### config.mk
export PLATFORM = sky130hd
export DESIGN_NAME = mem_stage_access
export DESIGN_NICKNAME = d
export VERILOG_FILES = /design/src/rtl/mem_stage_access.sv
export SDC_FILE = /design/constraint.sdc
export NUM_CORES = 1
export LEC_CHECK = 0
export ABC_AREA = 0
export CORE_MARGIN = 2
export CORE_UTILIZATION = 43
export DETAILED_ROUTE_END_ITERATION = 12
export PLACE_DENSITY = 0.74
export SYNTH_ARGS = -nofsm -noshare
export SYNTH_HDL_FRONTEND = slang
export SYNTH_SLANG_ARGS = --single-unit
### constraint.sdc
create_clock -name clk -period 11.1 [get_ports clk]
set_clock_uncertainty 0.05 [all_clocks]
set_input_delay 2.775 -clock clk [delete_from_list [all_inputs] [get_ports clk]]
set_output_delay 2.775 -clock clk [all_outputs]
set_load 0.02 [all_outputs]
### src/rtl/mem_stage_access.sv
// ============================================================================
// Module   : mem_stage_access
// Purpose  : MEM pipeline stage. It consumes the EX/MEM register outputs. For
//            loads and stores it performs the data-memory access over a
//            req/ack bus and stalls the upstream pipeline until the access
//            completes. It then selects the writeback value and registers it
//            into the MEM/WB stage.
// Ports    : clk, reset           - clock, asynchronous active-high reset
//            mem_read/mem_write   - load/store request from EX/MEM
//            alu_out, store_data  - address (or ALU result) and store data
//            reg_write_in, memtoreg_in, rd_in, pc_plus4_in - writeback control
//            bus_req/we/addr/wdata, bus_ack, bus_rdata     - memory bus
//            stall                - freezes PC, IF/ID, ID/EX and EX/MEM
//            wb_reg_write, wb_rd, wb_data - registered MEM/WB outputs
//            align_err, bus_err   - one-cycle error pulses
// Options  : MEM_TIMEOUT_EN - when defined, a BUSY access with no ack for
//            TIMEOUT_CYCLES cycles is aborted and bus_err pulses.
// Revision : 1.0 - initial release
// ============================================================================
`default_nettype none

module mem_stage_access #(
  parameter int ADDR_W         = 32,
  parameter int TIMEOUT_CYCLES = 255
) (
  input  logic              clk,
  input  logic              reset,
  input  logic              mem_read,
  input  logic              mem_write,
  input  logic [31:0]       alu_out,
  input  logic [31:0]       store_data,
  input  logic              reg_write_in,
  input  logic [1:0]        memtoreg_in,
  input  logic [4:0]        rd_in,
  input  logic [31:0]       pc_plus4_in,
  output logic              bus_req,
  output logic              bus_we,
  output logic [ADDR_W-1:0] bus_addr,
  output logic [31:0]       bus_wdata,
  input  logic              bus_ack,
  input  logic [31:0]       bus_rdata,
  output logic              stall,
  output logic              wb_reg_write,
  output logic [4:0]        wb_rd,
  output logic [31:0]       wb_data,
  output logic              align_err,
  output logic              bus_err
);

  localparam logic [1:0] S_IDLE = 2'd0;
  localparam logic [1:0] S_BUSY = 2'd1;
  localparam logic [1:0] S_DONE = 2'd2;

  logic [1:0]        state_q, state_d;
  logic              bus_req_q, bus_req_d;
  logic              bus_we_q, bus_we_d;
  logic [ADDR_W-1:0] bus_addr_q, bus_addr_d;
  logic [31:0]       bus_wdata_q, bus_wdata_d;
  logic              wb_reg_write_q, wb_reg_write_d;
  logic [4:0]        wb_rd_q, wb_rd_d;
  logic [31:0]       wb_data_q, wb_data_d;
  logic              align_err_q, align_err_d;
  logic [31:0]       rdata_q, rdata_d;
  // Writeback control captured when the access starts, replayed in DONE.
  logic              lat_reg_write_q, lat_reg_write_d;
  logic [1:0]        lat_memtoreg_q, lat_memtoreg_d;
  logic [4:0]        lat_rd_q, lat_rd_d;
  logic [31:0]       lat_alu_q, lat_alu_d;
  logic [31:0]       lat_pc4_q, lat_pc4_d;

  logic access;
  logic aligned;
  logic timeout;

  assign access  = mem_read | mem_write;
  assign aligned = (alu_out[1:0] == 2'b00);

  function automatic logic [31:0] wb_mux(input logic [1:0]  sel,
                                         input logic [31:0] alu,
                                         input logic [31:0] mem,
                                         input logic [31:0] pc4);
    case (sel)
      2'b01:   wb_mux = mem;
      2'b10:   wb_mux = pc4;
      default: wb_mux = alu;
    endcase
  endfunction

`ifdef MEM_TIMEOUT_EN
  localparam int CNT_W = ($clog2(TIMEOUT_CYCLES + 1) > 8) ? $clog2(TIMEOUT_CYCLES + 1) : 8;
  // Counter reads 0 in the first BUSY cycle, so the limit is hit in the
  // TIMEOUT_CYCLES-th BUSY cycle.
  localparam logic [CNT_W-1:0] LIMIT_M1 = CNT_W'(TIMEOUT_CYCLES - 1);

  logic [CNT_W-1:0] cnt_q, cnt_d;
  logic             bus_err_q;

  always_comb begin
    cnt_d = cnt_q;
    if (state_q == S_IDLE) begin
      cnt_d = '0;
    end else if (state_q == S_BUSY) begin
      cnt_d = cnt_q + CNT_W'(1);
    end
  end

  // An ack arriving on the limit cycle wins over the timeout.
  assign timeout = (state_q == S_BUSY) && !bus_ack && (cnt_q == LIMIT_M1);

  always_ff @(posedge clk or posedge reset) begin
    if (reset) begin
      cnt_q     <= '0;
      bus_err_q <= 1'b0;
    end else begin
      cnt_q     <= cnt_d;
      bus_err_q <= timeout;
    end
  end

  assign bus_err = bus_err_q;
`else
  assign timeout = 1'b0;
  assign bus_err = 1'b0;
`endif

  // State register.
  always_ff @(posedge clk or posedge reset) begin
    if (reset) begin
      state_q <= S_IDLE;
    end else begin
      state_q <= state_d;
    end
  end

  // Next-state logic.
  always_comb begin
    state_d = state_q;
    case (state_q)
      S_IDLE:  if (access && aligned) state_d = S_BUSY;
      S_BUSY:  if (bus_ack || timeout) state_d = S_DONE;
      S_DONE:  state_d = S_IDLE;
      default: state_d = S_IDLE;
    endcase
  end

  // Output / datapath logic.
  always_comb begin
    stall           = 1'b0;
    bus_req_d       = bus_req_q;
    bus_we_d        = bus_we_q;
    bus_addr_d      = bus_addr_q;
    bus_wdata_d     = bus_wdata_q;
    wb_reg_write_d  = wb_reg_write_q;
    wb_rd_d         = wb_rd_q;
    wb_data_d       = wb_data_q;
    align_err_d     = 1'b0;
    rdata_d         = rdata_q;
    lat_reg_write_d = lat_reg_write_q;
    lat_memtoreg_d  = lat_memtoreg_q;
    lat_rd_d        = lat_rd_q;
    lat_alu_d       = lat_alu_q;
    lat_pc4_d       = lat_pc4_q;

    case (state_q)
      S_IDLE: begin
        if (access && aligned) begin
          // Stall in this same cycle so EX/MEM holds the instruction.
          stall           = 1'b1;
          bus_req_d       = 1'b1;
          bus_we_d        = mem_write & ~mem_read;  // reads take priority
          bus_addr_d      = ADDR_W'(alu_out);
          bus_wdata_d     = store_data;
          lat_reg_write_d = reg_write_in;
          lat_memtoreg_d  = memtoreg_in;
          lat_rd_d        = rd_in;
          lat_alu_d       = alu_out;
          lat_pc4_d       = pc_plus4_in;
          wb_reg_write_d  = 1'b0;
        end else begin
          // Plain ALU op, or a misaligned access squashed to a bubble.
          align_err_d    = access;
          wb_reg_write_d = reg_write_in & ~access;
          wb_rd_d        = rd_in;
          wb_data_d      = wb_mux(memtoreg_in, alu_out, rdata_q, pc_plus4_in);
        end
      end
      S_BUSY: begin
        stall          = 1'b1;
        wb_reg_write_d = 1'b0;
        if (bus_ack) begin
          rdata_d   = bus_rdata;
          bus_req_d = 1'b0;
        end else if (timeout) begin
          bus_req_d       = 1'b0;
          rdata_d         = 32'hDEAD_BEEF;
          lat_reg_write_d = 1'b0;
        end
      end
      S_DONE: begin
        wb_reg_write_d = lat_reg_write_q;
        wb_rd_d        = lat_rd_q;
        wb_data_d      = wb_mux(lat_memtoreg_q, lat_alu_q, rdata_q, lat_pc4_q);
      end
      default: begin
        wb_reg_write_d = 1'b0;
      end
    endcase
  end

  always_ff @(posedge clk or posedge reset) begin
    if (reset) begin
      bus_req_q       <= 1'b0;
      bus_we_q        <= 1'b0;
      bus_addr_q      <= '0;
      bus_wdata_q     <= '0;
      wb_reg_write_q  <= 1'b0;
      wb_rd_q         <= '0;
      wb_data_q       <= '0;
      align_err_q     <= 1'b0;
      rdata_q         <= '0;
      lat_reg_write_q <= 1'b0;
      lat_memtoreg_q  <= '0;
      lat_rd_q        <= '0;
      lat_alu_q       <= '0;
      lat_pc4_q       <= '0;
    end else begin
      bus_req_q       <= bus_req_d;
      bus_we_q        <= bus_we_d;
      bus_addr_q      <= bus_addr_d;
      bus_wdata_q     <= bus_wdata_d;
      wb_reg_write_q  <= wb_reg_write_d;
      wb_rd_q         <= wb_rd_d;
      wb_data_q       <= wb_data_d;
      align_err_q     <= align_err_d;
      rdata_q         <= rdata_d;
      lat_reg_write_q <= lat_reg_write_d;
      lat_memtoreg_q  <= lat_memtoreg_d;
      lat_rd_q        <= lat_rd_d;
      lat_alu_q       <= lat_alu_d;
      lat_pc4_q       <= lat_pc4_d;
    end
  end

  assign bus_req      = bus_req_q;
  assign bus_we       = bus_we_q;
  assign bus_addr     = bus_addr_q;
  assign bus_wdata    = bus_wdata_q;
  assign wb_reg_write = wb_reg_write_q;
  assign wb_rd        = wb_rd_q;
  assign wb_data      = wb_data_q;
  assign align_err    = align_err_q;

endmodule

`default_nettype wire

== After elaboration in Yosys (flattened, before gate mapping) ==
Cells that the tools add are included.
Storage, ports and cells
  register bits after elaboration: 179
  input bits: 141
  output and inout port bits: 107
  word-level logic and storage cells: 56
Operators by class
  equality and inequality tests: 9
  muxes and demuxes: 18
  bitwise gates (word level): 5
  reduce and logical (&&, ||, !) cells: 10
Operator list (number)
  32-bit case mux with 2 select lines: 3
  32-bit 2-to-1 mux: 1
  5-bit case mux with 2 select lines: 1
  2-bit AND reduction: 4
  2-bit by 1-bit equality test with 1-bit output (second input constant): 3
  2-bit equality test (second input constant): 3
  1-bit 2-to-1 mux: 6
  2-bit != test (second input constant): 3
  1-bit case mux with 2 select lines: 3
  5-bit 2-to-1 mux: 1
  2-bit zero test: 2
  2-bit 2-to-1 mux: 2
  2-bit case mux with 2 select lines: 1
  2-bit nonzero test: 2
  3-bit AND reduction: 1
  1-bit AND: 2
  1-bit inverter: 2
  1-bit logical AND: 1
  1-bit bitwise OR: 1

== Logic depth before layout (Yosys ltp) ==
Gate-level depths: netlist of run 1.
  depth after elaboration: 5
  mapped depth: 8
  mapped depth without buffers: 6

== Worst setup path after synthesis of run 1 ==
OpenSTA, ideal clock, no wires.
  kind: input port to output port
  start point: input alu_out[1]
  end point: output stall
  data arrival time: 3898 ps
  data required time: 8275 ps
  slack: 4377 ps
  stages: 4
  buffers on the path: 2
  path through: o41a_1 clkbuf_1 clkbuf_1 nor2_1
Between the ends
  word-level cells in the longest chain between the ends: 4
RTL lines
  from (decl): line 30  | input logic [31:0] alu_out,
  2-bit zero test: line 76  | assign aligned = (alu_out[1:0] == 2'b00);
  1-bit logical AND: line 166  | if (access && aligned) begin
  1-bit 2-to-1 mux: line 166
  1-bit case mux with 2 select lines: line 164  | case (state_q)
  to (decl): line 42  | output logic stall,
Every way passes these cells.

== Final worst setup path of run 1 ==
Same ends and word-level chain as after synthesis.

==> flow_summary.json, run 1 <==
{
  "tightest_slew_ps": 992,
  "grt_pass1_vias": 6865,
  "synthTopCellsByCount": "dfrtp_1 (179), nand2_1 (99), mux2_2 (77)",
  "netlist_top_cells_area": "dfrtp_1 (54%), mux2_2 (11%), a221oi_1 (6.8%), nand2_1 (4.5%), o32a_1 (3.9%)",
  "ctsResizeCount": 0,
  "ys_seq_area_frac": 0.544,
  "insertion_delay_ps": 420,
  "vias_per_cell": 5.70,
  "synth_edf_count": 0,
  "cts_tree": "yes",
  "post-cts-setup-buffers": 0,
  "die_h_um": 142,
  "post-route-period-util": 0.700,
  "relSlewSlack": 0.339,
  "worstSetupPathType": "primary input to output pin",
  "hold_buffers": 0,
  "grt.overflow.total": 0,
  "clock_path_buffers": 2,
  "holdWs_ps": 438,
  "drcViolationCount": 0,
  "whs_path_depth": 1,
  "fin_area_sq_um": 11300,
  "fmax_ghz": 0.129,
  "clock-sinks": 179,
  "grt_max_degree": 110,
  "gp_congestion": 0.771,
  "root_buffer": "clkbuf_16",
  "area_growth_pct": 37.6,
  "power_leakage_nw": 4.64,
  "rsz0062_at_grt": "false",
  "routed_wl_um": 23700,
  "yosys.area.top_type": "dfrtp_1",
  "critPathLaunchType": "primary input",
  "die-area_sq_um": 20300,
  "maxCapViolations": 0,
  "drive_gt1_frac": 0.156,
  "core_sq_um": 18800,
  "portBuffers": 246,
  "initial_core_util": 0.438,
  "hpwl_um": 14600,
  "nets": 1068,
  "crit_required_ps": 8280,
  "synthMostInstantiatedCell": "dfrtp_1",
  "min_period_ps": 7780,
  "antenna_found_initial": 0,
  "ant_nets": 0,
  "rows": 50,
  "syn-num-nets": 857,
  "clkTransAtPathRegs_ps": 70,
  "vias": 6664,
  "firstDrtPassIters": 7,
  "synthArstFlopShare": 1.00,
  "io-pin-count": 248,
  "fill_cells": 1552,
  "ir_worst_vdd_uv": 141,
  "wl_per_cell_um": 20.3,
  "placed_area_sq_um": 10700,
  "yosysWarnings": 0,
  "setup_viol": 0,
  "drv_slew": 0,
  "drtIter0Drc": 434,
  "grt_pass1_wl_um": 37300,
  "cp-end-kind": "output pin",
  "fin_ws_ps": 3320,
  "syn_area_sq_um": 8230,
  "finalHoldViolCount": 0,
  "die_w_um": 142,
  "synth_cell_types": 29,
  "cts_max_level": 4,
  "tns_ps": 0,
  "antenna_cells": 0,
  "synthCells": 712,
  "cts_buffers": 17,
  "yosysTopAreaCellShare": 0.544,
  "reg2reg_depth": 4,
  "syn_avg_cell_area_sq_um": 11.6,
  "ys.flop_type": "dfrtp_1",
  "power_density_nw_per_um2": 215,
  "track_usage": 0.237,
  "path_max_fanout": 75,
  "crit_arrival_ps": 4950,
  "dpl_worst_slack_ps": 3330,
  "status": "finished clean",
  "hold_class": "flop to flop",
  "ys_seq_elements": 179
}
==> report_power, final <==
part / internal [mW] / switching, mW
Clock: 0.341 / 0.265
Combinational: 0.432 / 0.432
Sequential: 0.839 / 0.124
Total: 1.61 / 0.821
==> registers in the layout, summed over array words and instances, names as in the netlist <==
register / flops
align_err: 1
bus_wdata: 32
rdata_q: 32
bus_we: 1
wb_rd: 5
lat_pc4_q: 32
lat_alu_q: 32
state_q: 2
lat_reg_write_q: 1
wb_reg_write: 1
lat_rd_q: 5
bus_req: 1
lat_memtoreg_q: 2
wb_data: 32
==> per-stage QoR <==
stage                     power [mW]  utilization  instances
after detailed placement        1.84        0.572       1138
after CTS                       2.45        0.603       1170
after global routing            2.56        0.603       1170
after global placement          1.82        0.572       1138
after floorplan                 1.44            -        712
final                           2.43        0.603       1170
==> final timing paths <==
path / slack (ps) / end / startpoint
min reg2reg: 440 / bus_req / bus_req
max in group asynchronous: 6510 / wb_reg_write / reset
max reg2reg: 7970 / bus_wdata[29] / state_q[1]
max: 3320 / stall / alu_out[1]
min: 440 / bus_req / bus_req
min in group asynchronous: 2920 / bus_wdata[28] / reset
==> layout by cell type (no fill, tap or decap), types with 4 or more instances in the layout <==
cell,netlist,layout
a21oi_1,40,40
a221oi_1,64,64
buf_4,9,8
clkbuf_16,0,17
clkdlybuf4s50_1,0,246
dfrtp_1,179,179
ha_2,0,4
inv_1,8,7
mux2_2,77,77
mux2_4,20,20
mux2i_1,5,5
nand2_1,99,99
nor2_1,40,40
nor2b_1,35,34
o21ai_0,35,35
o32a_1,32,32
==> per-layer routing <==
layer  vias up  share of wire  track usage
met1      3349           0.43        0.316
met4         0         0.0075       0.0547
met3        13          0.089       0.0757
met2       278           0.47        0.382
met5         -              0            0
li1       3024              -            -
==> critical path, cell delays in order <==
cell             delay [ps]
clkdlybuf4s50_1         500
o41a_2                  500
buf_4                   360
nor2_1                  180
clkdlybuf4s50_1         630
==> kinds of logic after synthesis <==
| logic type | count (synthesis) | share of synthesized area |
|---|---|---|
| AND/OR/NAND/NOR | 179 | 0.0961 |
| flip-flops | 179 | 0.544 |
| AO/OA/AOI/OAI | 174 | 0.156 |
| multiplexers | 105 | 0.152 |
| buffers and inverters | 70 | 0.0452 |
| adder cells (fa/ha/maj) | 4 | 0.00608 |
| other | 1 | 0.000456 |
==> layout make-up <==
class                      instances  area (sq um)  area share
sequential                       179          4480       0.396
inverter                           8          35.0     0.00309
clock buffer                      18           439      0.0388
multi-input combinational        463          3400       0.300
tap                              234           293      0.0259
timing repair buffer             254          2520       0.223
clock inverter                    14           153      0.0135
(Power assumes the default switching activity.)
==> inputs of run 2 (changes only) <==
Settings changed: PLACE_DENSITY 0.74 to 0.77.
Clock period 11.1 ns to 6.4 ns, I/O delays scaled along.
==> flow_summary.json, run 2 (synthesis results as in run 1) <==
{
  "grt_max_degree": 180,
  "ff2ff_setup_slack_ps": 3500,
  "reg2reg_depth": 6,
  "grt_pass1_vias": 6914,
  "cpMostUsedCell": "clkdlybuf4s50_1",
  "r2r_end": "wb_data[1]",
  "wl_per_cell_um": 19.9,
  "holdWs_ps": 425,
  "drcViolationCount": 0,
  "hold_buffers": 0,
  "drive_gt1_frac": 0.154,
  "ant_nets": 0,
  "grt_pass1_wl_um": 36800,
  "track_usage": 0.232,
  "cts_buffers": 17,
  "hold_class": "flop to flop",
  "layout_common_cells": "clkdlybuf4s50_1 (246), dfrtp_1 (179), nand2_1 (99), mux2_2 (77), a221oi_1 (64)",
  "portBuffers": 246,
  "die-area_sq_um": 20300,
  "ir_worst_vdd_uv": 183,
  "cp_top_family": "buffers and inverters",
  "ctsResizeCount": 0,
  "critical_path_buf_inv_count": 2,
  "root_buffer": "clkbuf_16",
  "crit_arrival_ps": 3320,
  "area_growth_pct": 38.1,
  "cts_tree": "yes",
  "io-pin-count": 248,
  "power_leakage_nw": 4.65,
  "fmax_ghz": 0.201,
  "finalHoldViolCount": 0,
  "vias_per_cell": 5.61,
  "status": "finished clean",
  "power_density_nw_per_um2": 373,
  "fill_cells": 1525,
  "nets": 1067,
  "hpwl_um": 14400,
  "critPathLaunchType": "primary input",
  "drv_slew": 0,
  "fin_area_sq_um": 11400,
  "gp_congestion": 0.742,
  "tns_ps": 0,
  "tightest_slew_ps": 1160,
  "slowest_stage": "clkdlybuf4s50_1",
  "min_period_ps": 4970,
  "vias": 6567,
  "slowest_delay_ps": 610,
  "cts_max_level": 4,
  "clkTransAtPathRegs_ps": 60,
  "worstSetupPathType": "primary input to output pin",
  "rsz0062_at_grt": "false",
  "holdCritStartpoint": "bus_req",
  "die_w_um": 142,
  "cp-end-kind": "output pin",
  "crit_chain": "clkdlybuf4s50_1 -> o41a_2 -> nor2_1 -> clkdlybuf4s50_1",
  "whs_path_depth": 1,
  "routed_wl_um": 23300,
  "firstDrtPassIters": 5,
  "placed_area_sq_um": 10700,
  "relSlewSlack": 0.223,
  "die_h_um": 142,
  "clock_path_buffers": 2,
  "drtIter0Drc": 358,
  "core_sq_um": 18800,
  "crit_required_ps": 4750,
  "grt.overflow.total": 0,
  "post-route-period-util": 0.777,
  "maxCapViolations": 0,
  "post-cts-setup-buffers": 0,
  "clock-sinks": 179,
  "startpoint": "alu_out[1]",
  "antenna_found_initial": 1,
  "path_max_fanout": 4,
  "p_total_mw": 4.24,
  "initial_core_util": 0.438,
  "timing.rr.start": "lat_memtoreg_q[0]",
  "min_to": "bus_req",
  "insertion_delay_ps": 430,
  "rows": 50,
  "final_common_cell": "clkdlybuf4s50_1",
  "setup_viol": 0
}
[run 2: layout make-up]
type,instances,area [sq um],share of cell area
repair buffers,253,2540,0.223
flip-flops and latches,179,4480,0.394
clock inverters,9,119,0.0105
clock buffers,23,498,0.0438
diodes,1,2.50,0.000220
inverters,8,33.8,0.00297
well taps,234,293,0.0258
multi-input cells,463,3400,0.299
[run 2: metal layers]
layer | global-route usage | vias up | wire [um]
li1 | - | 3001 | -
met5 | 0 | - | 0
met2 | 0.385 | 252 | 11400
met3 | 0.0589 | 19 | 1730
met1 | 0.301 | 3295 | 9870
met4 | 0.0688 | 0 | 316
[run 2: stage by stage]
stage	worst slack, ps	cells	util
floorplan	2030	712	-
global placement	1420	1137	0.573
detailed placement	1440	1137	0.573
CTS	1420	1169	0.605
global route	1350	1170	0.606
finish	1430	1170	0.606
[run 2: report_power, final]
part / total (mW) / switching, mW / internal (mW) / leakage, nW
clock: 1.08 / 0.451 / 0.633 / 0.297
combinational: 1.49 / 0.747 / 0.746 / 2.23
sequential: 1.67 / 0.210 / 1.46 / 2.13
[run 2: how the worst max path moves through the flow]
stage	end	slack (ps)	cells after the start
floorplan	stall	2030	4
global placement	stall	1420	4
detailed placement	stall	1440	4
CTS	stall	1420	4
global route	stall	1350	5
finish	stall	1430	4
==> inputs of run 3 (changes only) <==
Clock period 6.4 ns to 4.3 ns, I/O delays scaled along.
==> flow_summary.json, run 3 (synthesis results as in run 1) <==
{
  "status": "finished clean",
  "post-route-period-util": 0.918,
  "post-cts-setup-buffers": 0,
  "path_max_fanout": 4,
  "layout_common_cells": "clkdlybuf4s50_1 (246), dfrtp_1 (179), nand2_1 (99), mux2_2 (77), a221oi_1 (64)",
  "setup_viol": 0,
  "relSlewSlack": 0.198,
  "hold_buffers": 0,
  "drv_slew": 0,
  "power_density_nw_per_um2": 550,
  "clkTransAtPathRegs_ps": 70,
  "min_period_ps": 3950,
  "root_buffer": "clkbuf_16",
  "vias_per_cell": 5.62,
  "grt.overflow.total": 0,
  "final_common_cell": "clkdlybuf4s50_1",
  "internal_power_mw": 4.11,
  "routed_wl_um": 23200,
  "io-pin-count": 248,
  "clock_path_buffers": 2,
  "wl_per_cell_um": 19.7,
  "nets": 1071,
  "area_growth_pct": 38.2,
  "cts_buffers": 17,
  "drcViolationCount": 0,
  "antenna_found_initial": 0,
  "tns_ps": 0,
  "grt_pass1_wl_um": 37000,
  "grt_pass1_vias": 6926,
  "core_sq_um": 18800,
  "fill_cells": 1560,
  "p_clk_frac": 0.250,
  "die-area_sq_um": 20300,
  "cp-end-kind": "output pin",
  "seqPwrFrac": 0.396,
  "rsz0062_at_grt": "false",
  "portBuffers": 246,
  "ir_worst_vdd_uv": 308,
  "drive_gt1_frac": 0.159,
  "power_leakage_nw": 4.67,
  "cts_tree": "yes",
  "multi_input_area_sq_um": 3400,
  "hpwl_um": 14600,
  "net-switching-power_mw": 2.15,
  "clock-sinks": 179,
  "die_h_um": 142,
  "track_usage": 0.234,
  "ant_nets": 0,
  "vias": 6593,
  "firstDrtPassIters": 5,
  "drtIter0Drc": 306,
  "finalHoldViolCount": 0,
  "initial_core_util": 0.438,
  "cts_max_level": 4,
  "combPwrFrac": 0.354,
  "register_area_sq_um": 4480,
  "maxCapViolations": 0,
  "die_w_um": 142,
  "grt_max_degree": 105,
  "hold_class": "flop to flop",
  "crit_arrival_ps": 2820,
  "rows": 50,
  "gp_congestion": 0.722,
  "worstSetupPathType": "primary input to output pin",
  "p_sw_frac": 0.344,
  "tightest_slew_ps": 1200,
  "holdWs_ps": 429,
  "ctsResizeCount": 0,
  "critPathLaunchType": "primary input",
  "insertion_delay_ps": 430,
  "crit_required_ps": 3170,
  "fmax_ghz": 0.253
}
run 3: changes by cell type in the layout (fill, tap and decap cells not counted), sizes merged:
cell / change
buf: +4
bufinv: -1
clkbuf: -6
clkinv: -1
inv: +8
run 3: power by group through the flow:
stage / clock network (mW) / logic, mW / registers (mW)
after floorplan: 0 / 0.947 / 2.78
after CTS: 1.60 / 2.24 / 2.48
after global placement: 0 / 2.20 / 2.48
after detailed placement: 0 / 2.23 / 2.50
final: 1.57 / 2.22 / 2.48
after global routing: 1.67 / 2.38 / 2.54
run 3: through the flow:
step | cell area (sq um) | total power [mW] | std cells | util | setup WS, ps
global placement | 10800 | 4.68 | 1141 | 0.575 | 423
detailed placement | 10800 | 4.73 | 1141 | 0.575 | 392
global route | 11400 | 6.60 | 1173 | 0.606 | 271
finish | 11400 | 6.26 | 1174 | 0.606 | 354
CTS | 11400 | 6.31 | 1173 | 0.606 | 377
floorplan | 8230 | 3.73 | 712 | - | 880
run 3: path summary, 6_finish.rpt:
check                                   from             to  slack, ps  cells past startpoint
setup / recovery                    mem_read          stall        350                      5
hold / removal                       bus_req        bus_req        430                      1
setup reg to reg           lat_memtoreg_q[0]     wb_data[4]       1420                      6
hold reg to reg                      bus_req        bus_req        430                      1
max in group asynchronous              reset  lat_pc4_q[23]       2600                      3
min in group asynchronous              reset   lat_alu_q[8]       1090                      3
run 3: metal layers:
metal	GRT usage	routed length (um)	share of wire
met1	0.293	9720	0.42
met2	0.398	11300	0.49
met3	0.0653	1840	0.080
met4	0.0677	314	0.014
met5	0	0	0
run 3: worst max-delay path, cell delays in order:
cell             delay, ps
clkdlybuf4s50_1        520
nor2_1                 120
o41a_2                 400
nor2_1                 100
clkdlybuf4s50_1        610
run 3: layout make-up:
type	instances	share of cell area
diodes	1	0.000220
clock buffers	17	0.0374
clock inverters	15	0.0140
inverters	8	0.00297
multi-input cells	463	0.299
flip-flops and latches	179	0.394
well taps	234	0.0257
repair buffers	257	0.227
